File: config.mk
export PLATFORM = sky130hd
export DESIGN_NAME = lcd_id_dri_flat
export DESIGN_NICKNAME = d
export VERILOG_FILES = /design/src/rtl/lcd_id_pkg.sv /design/src/rtl/lcd_id_dri_if.sv /design/src/rtl/lcd_id_dri_clk_div.sv /design/src/rtl/lcd_id_dri.sv /design/src/flat_wrapper.sv
export SDC_FILE = /design/constraint.sdc
export NUM_CORES = 1
export LEC_CHECK = 0
export ABC_AREA = 1
export BUFFER_PORTS_ARGS = -buffer_cell sky130_fd_sc_hd__buf_2
export CORE_ASPECT_RATIO = 1.25
export CORE_MARGIN = 10
export CORE_UTILIZATION = 39
export CTS_CLUSTER_DIAMETER = 100
export DETAILED_ROUTE_END_ITERATION = 6
export PLACE_DENSITY = 0.64
export SLEW_MARGIN = 30
export SYNTH_ARGS = -nofsm -noshare
export SYNTH_HDL_FRONTEND = slang
export SYNTH_SLANG_ARGS = --single-unit
File: constraint.sdc
create_clock -name sys_clk -period 2.15 [get_ports sys_clk]
set_input_delay 0.1075 -clock sys_clk [delete_from_list [all_inputs] [get_ports sys_clk]]
set_output_delay 0.1075 -clock sys_clk [all_outputs]
set_load 0.02 [all_outputs]
File: src/rtl/lcd_id_pkg.sv
// Shared types, panel ID constants and the strap-code decode table.
package lcd_id_pkg;

  localparam int unsigned CODE_W = 3;
  localparam int unsigned ID_W   = 16;
  localparam int unsigned DIV_W  = 3;

  localparam logic [ID_W-1:0] ID_4342 = 16'h4342;
  localparam logic [ID_W-1:0] ID_7084 = 16'h7084;
  localparam logic [ID_W-1:0] ID_7016 = 16'h7016;
  localparam logic [ID_W-1:0] ID_4384 = 16'h4384;
  localparam logic [ID_W-1:0] ID_1018 = 16'h1018;

  typedef enum logic [1:0] {
    ST_SETTLE = 2'd0,
    ST_SAMPLE = 2'd1,
    ST_DONE   = 2'd2
  } state_e;

  typedef struct packed {
    logic [ID_W-1:0]  id;
    logic [DIV_W-1:0] div;
  } panel_t;

  // Pixel-clock divisor belonging to a known panel ID; unknown IDs run undivided.
  function automatic logic [DIV_W-1:0] id_div(input logic [ID_W-1:0] id);
    case (id)
      ID_4342: return DIV_W'(4);
      ID_7084: return DIV_W'(2);
      ID_7016: return DIV_W'(1);
      ID_4384: return DIV_W'(2);
      ID_1018: return DIV_W'(1);
      default: return DIV_W'(1);
    endcase
  endfunction

  // Strap code {rgb[7],rgb[15],rgb[23]} to panel ID and divisor.
  function automatic panel_t decode_code(input logic [CODE_W-1:0] code,
                                         input logic [ID_W-1:0]   def_id);
    panel_t p;
    case (code)
      3'b000:  begin p.id = ID_4342; p.div = DIV_W'(4); end
      3'b001:  begin p.id = ID_7084; p.div = DIV_W'(2); end
      3'b010:  begin p.id = ID_7016; p.div = DIV_W'(1); end
      3'b100:  begin p.id = ID_4384; p.div = DIV_W'(2); end
      3'b101:  begin p.id = ID_1018; p.div = DIV_W'(1); end
      default: begin p.id = def_id;  p.div = id_div(def_id); end
    endcase
    return p;
  endfunction

endpackage

File: src/rtl/lcd_id_dri_if.sv
// Strap inputs, re-identification request and panel ID / pixel clock outputs.
interface lcd_id_dri_if;
  logic [23:0] lcd_rgb;
  logic        redetect;
  logic [15:0] lcd_id;
  logic        id_valid;
  logic        id_fallback;
  logic        clk_dri;
  logic        pix_ce;

  modport master (
    output lcd_rgb, redetect,
    input  lcd_id, id_valid, id_fallback, clk_dri, pix_ce
  );

  modport slave (
    input  lcd_rgb, redetect,
    output lcd_id, id_valid, id_fallback, clk_dri, pix_ce
  );
endinterface

File: src/rtl/lcd_id_dri_clk_div.sv
// Pixel clock divider: registered 50% clock for D>=2, gated sys_clk for D=1.
module lcd_clk_div
  import lcd_id_pkg::*;
(
  input  logic             sys_clk,
  input  logic             sys_rst_n,
  input  logic             enable_i,
  input  logic [DIV_W-1:0] divisor_i,
  output logic             clk_dri_o,
  output logic             pix_ce_o
);

  logic       run_q;
  logic [1:0] cnt_q;
  logic       clk_q;
  logic       pce_q;
  logic       gate_q;
  logic       div_one_c;
  logic [1:0] last_c;
  logic [1:0] half_c;

  assign div_one_c = (divisor_i == DIV_W'(1));
  assign last_c    = 2'(divisor_i - DIV_W'(1));
  assign half_c    = 2'(divisor_i >> 1);

  // Divider counter; the first enabled cycle only arms it so a full period precedes pix_ce.
  always_ff @(posedge sys_clk or negedge sys_rst_n) begin
    if (!sys_rst_n) begin
      run_q <= 1'b0;
      cnt_q <= '0;
      clk_q <= 1'b0;
      pce_q <= 1'b0;
    end else if (!enable_i) begin
      run_q <= 1'b0;
      cnt_q <= '0;
      clk_q <= 1'b0;
      pce_q <= 1'b0;
    end else begin
      run_q <= 1'b1;
      if (div_one_c) begin
        cnt_q <= '0;
        clk_q <= 1'b0;
        pce_q <= 1'b1;
      end else if (run_q) begin
        cnt_q <= (cnt_q == last_c) ? 2'd0 : cnt_q + 2'd1;
        clk_q <= (cnt_q < half_c);
        pce_q <= (cnt_q == last_c);
      end
    end
  end

  // Gate enable moves only while sys_clk is low so the D=1 clock never glitches.
  always_ff @(negedge sys_clk or negedge sys_rst_n) begin
    if (!sys_rst_n) begin
      gate_q <= 1'b0;
    end else begin
      gate_q <= enable_i & div_one_c;
    end
  end

  assign clk_dri_o = (sys_clk & gate_q) | clk_q;
  assign pix_ce_o  = pce_q;

endmodule

File: src/rtl/lcd_id_dri.sv
// Panel identification from RGB strap pins plus pixel clock generation.
module lcd_id_dri
  import lcd_id_pkg::*;
#(
  parameter int unsigned SETTLE_CYC  = 1000,
  parameter int unsigned STABLE_CNT  = 16,
  parameter int unsigned TIMEOUT_CYC = 65536,
  parameter logic [15:0] DEFAULT_ID  = 16'h1018
) (
  input  logic         sys_clk,
  input  logic         sys_rst_n,
  lcd_id_dri_if.slave  bus
);

  localparam int unsigned SET_W = $clog2(SETTLE_CYC);
  localparam int unsigned STB_W = $clog2(STABLE_CNT + 1);
  localparam int unsigned TO_W  = $clog2(TIMEOUT_CYC + 1);

  logic [CODE_W-1:0] sync1_q;
  logic [CODE_W-1:0] sync2_q;
  state_e            state_q;
  logic [SET_W-1:0]  set_q;
  logic [STB_W-1:0]  stb_q;
  logic [CODE_W-1:0] ref_q;
  logic [TO_W-1:0]   to_q;
  logic [ID_W-1:0]   id_q;
  logic              valid_q;
  logic              fb_q;
  logic [DIV_W-1:0]  div_q;

  logic [CODE_W-1:0] code_c;
  logic              accept_c;
  logic              timeout_c;
  logic              redet_c;
  panel_t            panel_c;
  logic              valid_d;
  logic [DIV_W-1:0]  div_d;
  logic              unused_rgb_c;

  assign code_c       = {bus.lcd_rgb[7], bus.lcd_rgb[15], bus.lcd_rgb[23]};
  assign unused_rgb_c = ^{bus.lcd_rgb[23:16], bus.lcd_rgb[14:8], bus.lcd_rgb[6:0]};
  assign accept_c     = (state_q == ST_SAMPLE) && (stb_q == STB_W'(STABLE_CNT));
  assign timeout_c    = (state_q == ST_SAMPLE) && (to_q == TO_W'(TIMEOUT_CYC));
  assign redet_c      = (state_q == ST_DONE) && bus.redetect;
  assign panel_c      = decode_code(ref_q, DEFAULT_ID);

  // Two-flop synchroniser for the asynchronous strap pins.
  always_ff @(posedge sys_clk or negedge sys_rst_n) begin
    if (!sys_rst_n) begin
      sync1_q <= '0;
      sync2_q <= '0;
    end else begin
      sync1_q <= code_c;
      sync2_q <= sync1_q;
    end
  end

  // Look-ahead of valid/divisor so the divider switches on the same edge as id_valid.
  always_comb begin
    valid_d = valid_q;
    div_d   = div_q;
    if (accept_c) begin
      valid_d = 1'b1;
      div_d   = panel_c.div;
    end else if (timeout_c) begin
      valid_d = 1'b1;
      div_d   = id_div(DEFAULT_ID);
    end else if (redet_c) begin
      valid_d = 1'b0;
    end
  end

  // Identification FSM: settle, require a run of identical codes, then hold.
  always_ff @(posedge sys_clk or negedge sys_rst_n) begin
    if (!sys_rst_n) begin
      state_q <= ST_SETTLE;
      set_q   <= '0;
      stb_q   <= '0;
      ref_q   <= '0;
      to_q    <= '0;
      id_q    <= '0;
      valid_q <= 1'b0;
      fb_q    <= 1'b0;
      div_q   <= DIV_W'(1);
    end else begin
      valid_q <= valid_d;
      div_q   <= div_d;
      case (state_q)
        ST_SETTLE: begin
          if (set_q == SET_W'(SETTLE_CYC - 1)) begin
            state_q <= ST_SAMPLE;
            set_q   <= '0;
            stb_q   <= '0;
            to_q    <= '0;
          end else begin
            set_q <= set_q + SET_W'(1);
          end
        end
        ST_SAMPLE: begin
          to_q <= to_q + TO_W'(1);
          if (accept_c) begin
            state_q <= ST_DONE;
            id_q    <= panel_c.id;
            fb_q    <= 1'b0;
          end else if (timeout_c) begin
            state_q <= ST_DONE;
            id_q    <= DEFAULT_ID;
            fb_q    <= 1'b1;
          end else if ((stb_q == '0) || (sync2_q != ref_q)) begin
            ref_q <= sync2_q;
            stb_q <= STB_W'(1);
          end else begin
            stb_q <= stb_q + STB_W'(1);
          end
        end
        ST_DONE: begin
          if (bus.redetect) begin
            state_q <= ST_SETTLE;
            set_q   <= '0;
            fb_q    <= 1'b0;
          end
        end
        default: state_q <= ST_SETTLE;
      endcase
    end
  end

  lcd_clk_div u_clk_div (
    .sys_clk   (sys_clk),
    .sys_rst_n (sys_rst_n),
    .enable_i  (valid_d),
    .divisor_i (div_d),
    .clk_dri_o (bus.clk_dri),
    .pix_ce_o  (bus.pix_ce)
  );

  assign bus.lcd_id      = id_q;
  assign bus.id_valid    = valid_q;
  assign bus.id_fallback = fb_q;

endmodule

File: src/flat_wrapper.sv
// flat-port wrapper written by rule: the top's interface ports become plain ports
module lcd_id_dri_flat import lcd_id_pkg::*;
#(
  parameter int unsigned SETTLE_CYC  = 1000,
  parameter int unsigned STABLE_CNT  = 16,
  parameter int unsigned TIMEOUT_CYC = 65536,
  parameter logic [15:0] DEFAULT_ID  = 16'h1018
)
  (sys_clk, sys_rst_n, bus_lcd_rgb, bus_redetect, bus_lcd_id, bus_id_valid, bus_id_fallback, bus_clk_dri, bus_pix_ce);
  lcd_id_dri_if bus_i ();
  input  logic sys_clk;
  input  logic sys_rst_n;
  input wire logic [$bits(bus_i.lcd_rgb)-1:0] bus_lcd_rgb;
  input wire logic [$bits(bus_i.redetect)-1:0] bus_redetect;
  output wire logic [$bits(bus_i.lcd_id)-1:0] bus_lcd_id;
  output wire logic [$bits(bus_i.id_valid)-1:0] bus_id_valid;
  output wire logic [$bits(bus_i.id_fallback)-1:0] bus_id_fallback;
  output wire logic [$bits(bus_i.clk_dri)-1:0] bus_clk_dri;
  output wire logic [$bits(bus_i.pix_ce)-1:0] bus_pix_ce;
  assign bus_i.lcd_rgb = bus_lcd_rgb;
  assign bus_i.redetect = bus_redetect;
  assign bus_lcd_id = bus_i.lcd_id;
  assign bus_id_valid = bus_i.id_valid;
  assign bus_id_fallback = bus_i.id_fallback;
  assign bus_clk_dri = bus_i.clk_dri;
  assign bus_pix_ce = bus_i.pix_ce;
  lcd_id_dri #(.SETTLE_CYC(SETTLE_CYC), .STABLE_CNT(STABLE_CNT), .TIMEOUT_CYC(TIMEOUT_CYC), .DEFAULT_ID(DEFAULT_ID)) u_core (.sys_clk(sys_clk), .sys_rst_n(sys_rst_n), .bus(bus_i));
endmodule
-- Word-level counts from Yosys, hierarchy flattened
Cells that the tools add are included.
- output and inout port bits: 20
- register bits after elaboration: 70
- logic and storage cells: 100
- bits of input ports: 27
- reduce and logical (&&, ||, !) cells: 18
- muxes and demuxes: 38
- bitwise gates (word level): 5
- equal/unequal tests: 17
- magnitude comparators: 1
- add/subtract/negate cells: 5
- operators with widths (kind ; count):
    case mux 18 bit (4 select lines) ; 1
    case mux 17 bit (2 select lines) ; 1
    2-to-1 mux 16 bit ; 2
    2-to-1 mux 10 bit ; 2
    2-to-1 mux 5 bit ; 4
    case mux 10 bit (2 select lines) ; 1
    adder 17 x 1 -> 17 bit, second input constant ; 1
    == test 17 bit, second input constant ; 1
    2-to-1 mux 17 bit ; 1
    2-to-1 mux 2 bit ; 8
    2-to-1 mux 1 bit ; 13
    adder 10 x 1 -> 10 bit, second input constant ; 1
    == test 10 bit, second input constant ; 1
    case mux 5 bit (2 select lines) ; 1
    AND reduction 4 bit ; 2
    nonzero test 2 bit ; 4
    == test 3 x 1 -> 1 bit, second input constant ; 2
    2-to-1 mux 3 bit ; 2
    != test 2 bit, second input constant ; 3
    != test 3 x 1 -> 1 bit, second input constant ; 2
    case mux 2 bit (3 select lines) ; 1
    AND reduction 2 bit ; 3
    AND reduction 3 bit ; 2
    adder 5 x 1 -> 5 bit, second input constant ; 1
    20 further kinds ; 24

-- Longest topological paths before layout
- depth in word-level cells: 10
- depth in mapped cells: 15
- gate-level depth less buffers: 14

-- Modules after synthesis
A second synthesis with hierarchy kept.
- cells, all modules: 432
- area, all modules: 3459.6 um^2
- by module, submodules not included (module ; cells an instance ; area an instance (um^2) ; times used ; seq. area each (um^2)):
    lcd_id_dri ; 389 ; 3121.7 ; 1 ; 1452.6
    lcd_clk_div ; 43 ; 337.8 ; 1 ; 150.1

==> metrics.md <==
| Metric | Value |
|---|---|
| Outcome | `finished, violations left` |
| Clk Latency, worst-skew pair | `roughly 0.45 ns` |
| Place WS | `-0.647 ns` |
| IO Pins | `47` |
| Worst hold start | `bus_redetect` |
| DRT Wirelength | `approximately 8.2 mm` |
| Pre-antenna DRT Iters | `5` |
| Worst Path Required | `1.38 ns` |
| Slew Limit Headroom | `0.480` |
| Critical-path maximum fanout | `4` |
| Cells after Synth | `407` |
| Final hold vios | `0` |
| Synth-to-layout area growth | `31.0%` |
| Worst-path cell chain | `inv_2, ha_4, nand2_4, nor3_4, o211ai_1, nand2_1, inv_2, ha_4, nand3_4, nor2_1` |
| Critical Path Start | `u_core.stb_q[0]$_DFFE_PN0P_` |
| Starting Density | `0.405` |
| HP Class | `in -> reg` |
| Commonest non-fill, non-tap cell in the layout | `nand2_1` |
| Hold slack | `0.0629 ns` |
| Yosys top cell by area | `dfrtp_1` |
| WS Path Type | `reg -> reg` |
| Yosys top cell area share | `0.452` |
| Vias in the first global route | `approximately 3,000` |
| RSZ-0062 raised after global routing | `yes` |
| #FFs+latches synth | `63` |
| DPL Wire Length | `5.83 mm` |
| Pins Over Slew Limit | `0` |
| Worst Setup End Kind | `flip-flop` |
| Initial antenna violation count | `0` |
| Synth Area in Compound Gates | `0.0997` |
| Placed Cells | `569` |
| Cell Count, Final, Fillers Out | `roughly 600` |
| Die height | `124 um` |
| Die area | `roughly 13,000 um^2` |
| Top delay family on crit path | `simple AND/OR/NAND/NOR gates` |
| Multi-input gate area | `1630 um^2` |
| IO buf count | `20` |
| Final Setup Violations | `2` |
| Crit path launch type | `flip-flop` |
| First-pass GRT wire length | `13.2 mm` |
| Crit-path max cell delay | `approximately 0.39 ns` |
| Placed cell area | `3950 um^2` |
| Antenna Cells | `0` |
| Mapped Area | `3370 um^2` |
| Routed vias/inst | `4.99` |
| PD cells | `668 nW/um^2` |
| Wire per inst | `13.7 um` |
| Post-Synth Simple-Gate Area | `0.261` |
| Register area | `1580 um^2` |
| Largest net degree at the start of global routing | `63` |
| Nets@finish | `533` |
| Least-Margin Pin Slew | `roughly 0.78 ns` |
| DRC Markers | `0` |
| Clock-pin slew of the registers on the worst-case setup and hold paths | `0.07 ns` |
| DIE WIDTH | `103 um` |
| Placer Congestion | `0.862` |
| Max VDD drop | `0.595 mV` |
| Site row count | `37` |
| DRT iter0 DRCs | `roughly 110` |
| Slowest library cell on the worst path | `dfrtp_1` |
| Multiplexer share of the synthesized area | `0` |
| WP data arrival | `between 2 and 2.5 ns` |
| Post-Synth XOR/XNOR Area | `0.0467` |
| GRT Total Usage | `0.132` |
| Largest family of logic cells by synthesized area | `simple AND/OR/NAND/NOR gates` |
| Fraction of layout cells with a size suffix above 1 | `0.263` |
| Worst reg2reg path startpoint | `u_core.stb_q[0]$_DFFE_PN0P_` |
| Post-Synth Adder-Cell Area | `0.0371` |
| CTS tree | `yes` |
| MaxCap Viol Count | `0` |
| Buf/Inv on CP | `2` |
| Library cells used by synthesis | `39` |
| Most frequent cells in the layout | `nand2_1, dfrtp_1, buf_4` |
| Setup slack after layout | `-0.638 ns` |
| Top post-synthesis cells by area | `dfrtp_1, nand2_1, inv_1` |
| Final instance area | `4420 um^2` |
| Final Power | `2.95 mW` |
| ANT nets after route | `0` |
| Max Clock Skew | `0.00913 ns` |
| Synth warn | `0` |
| Syn_area_per_cell | `between 8 and 9 um^2` |
| Core area | `8330 um^2` |
| Vias after detailed routing | `2,985` |
| Fill count | `784` |
| Share of the yosys chip area belonging to registers | `0.468` |
| Failing checks | `setup timing` |
| GRT overflow | `0` |
| Leakage | `2.32 nW` |
[power by group]
group / internal, mW / switching [mW]
clock: 0.892 / 0.521
sequential: 1.22 / 0.0255
combinational: 0.132 / 0.166
[worst register-to-register path, delay by kind of cell, from the launching register on]
family / cells / cell delay, ns
adders and majority gates: 2 / 0.30
buffers and inverters: 2 / 0.15
and+or+nand+nor: 5 / 0.56
AOI/OAI and AO/OA: 1 / 0.18
DFF: 1 / 0.39
[metrics by stage]
step	setup TNS, ns	util
2_1_floorplan	-0.724	-
3_3_place_gp	-0.592	0.474
3_5_place_dp	-0.718	0.474
4_1_cts	-0.747	0.518
5_1_grt	-1.08	0.531
6_report	-0.756	0.531
[state kept, by name, indices dropped and copies added (netlist names), 3 cells and up]
signal and cells:
u_core.to_q 17, u_core.bus.lcd_id 10, u_core.set_q 10, u_core.stb_q 5, u_core.div_q 3, u_core.ref_q 3, u_core.sync1_q 3, u_core.sync2_q 3
[cells by family (layout without fill, tap and decap cells)]
group                      after synthesis  in the layout
and+or+nand+nor                        193            193
buffers and inverters                   65            155
DFF                                     63             63
AOI/OAI and AO/OA                       57             57
xor gates and xnor gates                18             18
adders and majority gates               10             10
other                                    1              5
[what timing repair did]
item | 4_1_cts | 5_1_grt
setup endpoints to repair | 5 | 7
endpoints found under the hold margin | 64 | 0
setup buffers | 2 | 4
resized for setup | 8 | 17
pin swaps | 3 | 7
hold buffers | 4 | 0
[synth_stat cells (all sizes together)]
library cell	n
inv	53
a21oi	15
o211ai	3
o31ai	4
nor3	17
xor2	14
nor3b	1
buf	11
o21bai	1
conb	1
a32o	1
nand4	7
o22ai	2
a21o	1
clkbuf	1
dfrtp	61
o21ai	24
ha	10
xnor2	4
a31o	1
o211a	1
nor2	39
dfrtn	1
nand2	91
nand3	37
dfstp	1
o21a	2
nor4	1
o32ai	2
[metal layers]
metal  global-route usage  vias up  part of all wire
li1                     -     1500                 -
met1                0.142     1413              0.41
met2                0.226       60              0.53
met3               0.0388       12             0.043
met4               0.0749        0             0.018
met5                    0        -                 0
[layout make-up]
class                           count  area share
Clock buffer                       13      0.0399
Clock inverter                      7      0.0272
Sequential cell                    63       0.357
Tap cell                           97      0.0274
Multi-Input combinational cell    283       0.369
Timing Repair Buffer               82       0.134
Inverter                           53      0.0450
[worst paths after layout]
path	depth (start not counted)	end	slack (ns)
max	10	u_core.u_clk_div.gate_q$_DFF_NN0_	-0.64
min	4	u_core.bus.id_fallback$_DFFE_PN0P_	0.06
max reg2reg	10	u_core.u_clk_div.gate_q$_DFF_NN0_	-0.64
min reg2reg	0	u_core.sync2_q[1]$_DFF_PN0_	0.35
max in group asynchronous	2	u_core.u_clk_div.gate_q$_DFF_NN0_	1.04
min in group asynchronous	3	u_core.to_q[6]$_DFFE_PN0P_	0.44
Note: power is estimated with default switching activity, not from simulation.
